--- src/rtl/int_sched.sv ---
// Interrupt scheduler: latches request edges, masks and prioritises them, and redirects
// fetch into a handler vector at a safe pipeline point and back to the saved PC on rti.
module int_sched #(
  parameter logic [31:0] IA0 = 32'h00000020,
  parameter logic [31:0] IA1 = 32'h00000020,
  parameter logic [31:0] IA2 = 32'h00000009,
  parameter logic [31:0] IA3 = 32'h00000009
) (
  input  logic        clk,
  input  logic        reset,
  input  logic [3:0]  irq_in,
  input  logic        mask_we,
  input  logic [3:0]  mask_wdata,
  input  logic        gie,
  input  logic        pipe_stall,
  input  logic        branch_busy,
  input  logic        rti,
  input  logic [31:0] resume_pc,
  output logic        redirect,
  output logic [31:0] redirect_pc,
  output logic        flush_fd,
  output logic [31:0] epc,
  output logic        in_service,
  output logic [3:0]  int_taken,
  output logic [3:0]  pending,
  output logic [3:0]  mask
);

  typedef enum logic [2:0] {IDLE, ARM, ENTER, SERVICE, RET} state_t;

  state_t      state, state_nxt;
  logic [3:0]  irq_q;
  logic [3:0]  eligible;
  logic [3:0]  sel_onehot;
  logic [31:0] sel_vec;
  logic        rti_hold;
  logic        do_enter;
  logic        do_ret;

  assign eligible = pending & ~mask & {4{gie}};

  // Lowest index wins.
  always_comb begin
    sel_onehot = 4'b0000;
    sel_vec    = IA3;
    if (eligible[0]) begin
      sel_onehot = 4'b0001;
      sel_vec    = IA0;
    end else if (eligible[1]) begin
      sel_onehot = 4'b0010;
      sel_vec    = IA1;
    end else if (eligible[2]) begin
      sel_onehot = 4'b0100;
      sel_vec    = IA2;
    end else if (eligible[3]) begin
      sel_onehot = 4'b1000;
      sel_vec    = IA3;
    end
  end

  always_ff @(posedge clk) begin
    if (reset) state <= IDLE;
    else       state <= state_nxt;
  end

  always_comb begin
    state_nxt = state;
    case (state)
      IDLE:    if (|eligible) state_nxt = ARM;
      ARM: begin
        if (~|eligible)                      state_nxt = IDLE;
        else if (!pipe_stall && !branch_busy) state_nxt = ENTER;
      end
      ENTER:   state_nxt = SERVICE;
      SERVICE: if ((rti || rti_hold) && !pipe_stall) state_nxt = RET;
      RET:     state_nxt = IDLE;
      default: state_nxt = IDLE;
    endcase
  end

  always_comb begin
    do_enter = (state == ARM) && (state_nxt == ENTER);
    do_ret   = (state == SERVICE) && (state_nxt == RET);
  end

  // Redirect outputs are registered so they are visible during the ENTER/RET cycle itself.
  always_ff @(posedge clk) begin
    if (reset) begin
      irq_q       <= 4'h0;
      pending     <= 4'h0;
      mask        <= 4'hF;
      redirect    <= 1'b0;
      flush_fd    <= 1'b0;
      redirect_pc <= 32'h0;
      epc         <= 32'h0;
      in_service  <= 1'b0;
      int_taken   <= 4'h0;
      rti_hold    <= 1'b0;
    end else begin
      irq_q    <= irq_in;
      redirect <= do_enter || do_ret;
      flush_fd <= do_enter || do_ret;
      // A fresh edge on the source being entered keeps it pending.
      pending  <= (pending & ~(do_enter ? sel_onehot : 4'h0)) | (irq_in & ~irq_q);
      if (mask_we) mask <= mask_wdata;
      if (do_enter) begin
        redirect_pc <= sel_vec;
        epc         <= resume_pc;
        int_taken   <= sel_onehot;
        in_service  <= 1'b1;
      end else if (do_ret) begin
        redirect_pc <= epc;
        int_taken   <= 4'h0;
        in_service  <= 1'b0;
      end
      if (do_ret)                                    rti_hold <= 1'b0;
      else if (state == SERVICE && rti && pipe_stall) rti_hold <= 1'b1;
    end
  end

endmodule
--- config.mk ---
export PLATFORM = sky130hd
export DESIGN_NAME = int_sched
export DESIGN_NICKNAME = d
export VERILOG_FILES = /design/src/rtl/int_sched.sv
export SDC_FILE = /design/constraint.sdc
export NUM_CORES = 1
export LEC_CHECK = 0
export CORE_MARGIN = 2
export CORE_UTILIZATION = 45
export CTS_BUF_LIST = sky130_fd_sc_hd__clkbuf_4 sky130_fd_sc_hd__clkbuf_8
export DETAILED_ROUTE_END_ITERATION = 7
export GPL_TIMING_DRIVEN = 0
export PLACE_DENSITY = 0.88
export SKIP_CTS_REPAIR_TIMING = 1
export SYNTH_ARGS = -nofsm -noshare
export SYNTH_HDL_FRONTEND = slang
export SYNTH_SLANG_ARGS = --single-unit
--- constraint.sdc ---
create_clock -name clk -period 2.4 [get_ports clk]
set_clock_uncertainty 0.15 [all_clocks]
set_input_delay 0.6 -clock clk [delete_from_list [all_inputs] [get_ports clk]]
set_output_delay 0.6 -clock clk [all_outputs]
set_load 0.01 [all_outputs]
==> impl_metrics.env <==
export IMPL_status="finished clean"
export IMPL_p_sw_uw=626.1
export IMPL_finalWorstSetupSlack_ns=0.1240
export IMPL_yosysWarningCount=0
export IMPL_routed_wl_met3_microns=604
export IMPL_clock_fmax_mhz=439.4
export IMPL_viasPerCell=5.344
export IMPL_slowest_delay_ns=0.48
export IMPL_yosysTopAreaCell="dfxtp_1"
export IMPL_comb_power_share_pct=9.0
export IMPL_cts_buffers=9
export IMPL_initial_core_util_pct=47.14
export IMPL_clk_pin_slew_ns=0.08
export IMPL_drive_gt1_share_pct=8.061
export IMPL_slowest_stage="clkdlybuf4s50_1"
export IMPL_synth_area_sq_mm=0.003238
export IMPL_powerDensity_mw_per_mm2=551.0
export IMPL_worstSetupStartpointType="primary input"
export IMPL_ant_nets=0
export IMPL_async_reset_ff_share_pct=0
export IMPL_r2r_end="redirect_pc[17]"
export IMPL_h_tree_depth=3
export IMPL_tightest_slew_ns=0.6134
export IMPL_nNetsFinal=563
export IMPL_io_buffers=125
export IMPL_critPathKind="primary input to register"
export IMPL_syn_num_nets=427
export IMPL_die_area_sq_mm=0.007891
export IMPL_yosysMostFrequentCell="dfxtp_1"
export IMPL_first_pass_iters=5
export IMPL_syn_mean_instance_area_sq_um=8.521
export IMPL_pre_cts_ws_ns=-0.4591
export IMPL_slew_headroom_pct=58.93
export IMPL_whs_path_depth=2
export IMPL_total_power_mw=2.656
export IMPL_p_leak_nw=1.602
export IMPL_cap_violations=0
export IMPL_layout_min_cycle_time_ns=2.276
export IMPL_ff2ff_setup_slack_ns=0.26
export IMPL_cts_root_buffer="clkbuf_8"
export IMPL_power_frac_seq_pct=54.7
export IMPL_clock_sinks=86
export IMPL_rows=30
export IMPL_swShare_pct=23.57
export IMPL_setup_violations=0
export IMPL_whs_ns=0.3066
export IMPL_synth_cell_types=31
export IMPL_critical_path_peak_fanout=10
export IMPL_top_layer="met4"
export IMPL_p_int_mw=2.030
export IMPL_vdd_ir_drop_max_mv=0.3899
export IMPL_arrival_ns=2.41
export IMPL_synth_common_cells="dfxtp_1 (86), nand2_1 (69), a21oi_1 (63)"
export IMPL_synth_area_top_cells="dfxtp_1 (53%), a21oi_1 (9.7%), nand2_1 (8.0%), o21ai_0 (5.4%), nand3_1 (5.1%)"
export IMPL_antenna_found_initial=0
export IMPL_holdPathEnd="redirect_pc[9]"
export IMPL_worstReg2RegStart="mask[0]"
export IMPL_cts_tree="done"
export IMPL_design_area_sq_mm=0.004821
export IMPL_finalHoldViolCount=0
export IMPL_synth_edf_count=0
export IMPL_met1Wirelength_microns=4237
export IMPL_r2r_cells=6
export IMPL_synth_top_area_share_pct=53.17
export IMPL_netlist_instances=380
export IMPL_synth_ff_type="dfxtp_1"
export IMPL_die_x_microns=88.83
export IMPL_diodes=0
export IMPL_die_h_microns=88.83
export IMPL_place_congestion=0.8670
export IMPL_ys_seq_area_share_pct=53.17
export IMPL_grtUsageTotal_pct=25.59
export IMPL_syn2layout_area_growth_pct=48.88
export IMPL_grt_pass1_wl_microns=15680
export IMPL_met2_length_microns=4726
export IMPL_cts_path_max_buffers=2
export IMPL_pwr_share_clk_pct=36.3
export IMPL_coreArea_sq_mm=0.006869
export IMPL_grt_max_degree=14
export IMPL_drt_iter0_drc=174
export IMPL_vias=3297
export IMPL_end_kind="register"
export IMPL_overflow=0
export IMPL_hpwl_microns=7109
export IMPL_finalCritPeriodShare_pct=94.84
export IMPL_hp_start="redirect_pc[9]"
export IMPL_place_area_sq_mm=0.004609
export IMPL_drc_errors=0
export IMPL_drt_total_wl_microns=9701
export IMPL_drv_slew=0
export IMPL_ios=126
export IMPL_synth_seq_cells=86
export IMPL_worstPathCellList="clkdlybuf4s50_1 -> nor4bb_2 -> nor2b_1 -> clkbuf_1 -> clkbuf_2 -> nand2_1 -> a31oi_1"
export IMPL_clock_latency_ns=0.35
export IMPL_wire_per_inst_microns=15.72
export IMPL_grt_pass1_vias=3228
export IMPL_crit_required_ns=2.53
export IMPL_min_path_type="register to register"
==> power by group through the flow <==
| stage | clock, mW | sequential, mW | combinational, mW |
|---|---|---|---|
| final | 0.964 | 1.45 | 0.240 |
| after global routing | 1.04 | 1.45 | 0.260 |
| after CTS | 0.971 | 1.45 | 0.238 |
| after detailed placement | 0 | 1.49 | 0.236 |
| after global placement | 0 | 1.49 | 0.232 |
| after floorplan | 0 | 1.49 | 0.0931 |
==> per-stage QoR <==
step                       TNS, ns  util, %  instances
final                            0    70.18        617
after floorplan                  0        -        380
after global placement      -18.29    67.10        601
after detailed placement    -23.94    67.10        601
after CTS                   -1.693    69.87        617
after global routing      -0.01234    70.18        617
==> how the worst max path moves through the flow <==
stage / start / end / slack [ns] / cells after the start
final: pipe_stall / redirect_pc[3] / 0.12 / 7
after CTS: pipe_stall / in_service / -0.10 / 7
after global routing: pipe_stall / redirect_pc[4] / -0.009 / 7
after detailed placement: pipe_stall / in_service / -0.46 / 7
after global placement: pipe_stall / in_service / -0.37 / 7
after floorplan: pipe_stall / redirect_pc[3] / 0.43 / 6
==> layer usage <==
layer / vias up / GRT usage (%)
li1: 1587 / -
met1: 1576 / 34.05
met2: 118 / 41.66
met3: 16 / 5.877
met4: 0 / 7.438
met5: - / 0
==> final cells by class <==
type                            instances  area [sq um]
Tap cell                               96         120.1
Sequential cell                        86          1722
Fill cell                             540          2048
Buffer                                 33         155.1
Timing Repair Buffer                  125          1251
Multi-Input combinational cell        261          1383
Clock buffer                           13         172.7
Clock inverter                          3         17.52
==> cell families (layout without fill, tap and decap cells) <==
| group | Yosys count | in the layout | share of synthesized area, % |
|---|---|---|---|
| DFF | 86 | 86 | 53.17 |
| buffers and inverters | 33 | 174 | 4.482 |
| and+or+nand+nor | 135 | 135 | 20.21 |
| AOI/OAI and AO/OA | 126 | 126 | 22.14 |
==> sequential cells by signal (all words and copies together), names as in the netlist <==
register	flops
pending	4
flush_fd	1
irq_q	4
state	3
in_service	1
epc	32
rti_hold	1
mask	4
redirect_pc	32
int_taken	4
==> critical path: cells and delay by family <==
| family | cells | cell delay [ns] |
|---|---|---|
| buf+inv | 3 | 0.99 |
| simple gates | 3 | 0.65 |
| compound gates | 1 | 0.15 |
==> cells in the final DEF, fill, tap and decap left out, types with 6 or more instances in the layout <==
cell type,n
clkbuf_8,12
nand3_1,33
clkdlybuf4s50_1,125
o21ai_0,34
nand2b_1,8
nand2_1,69
nor2b_1,13
clkbuf_2,6
dfxtp_1,86
clkbuf_1,19
a21oi_1,63
a21oi_2,10
No activity file was read; power rests on OpenSTA's default activity.
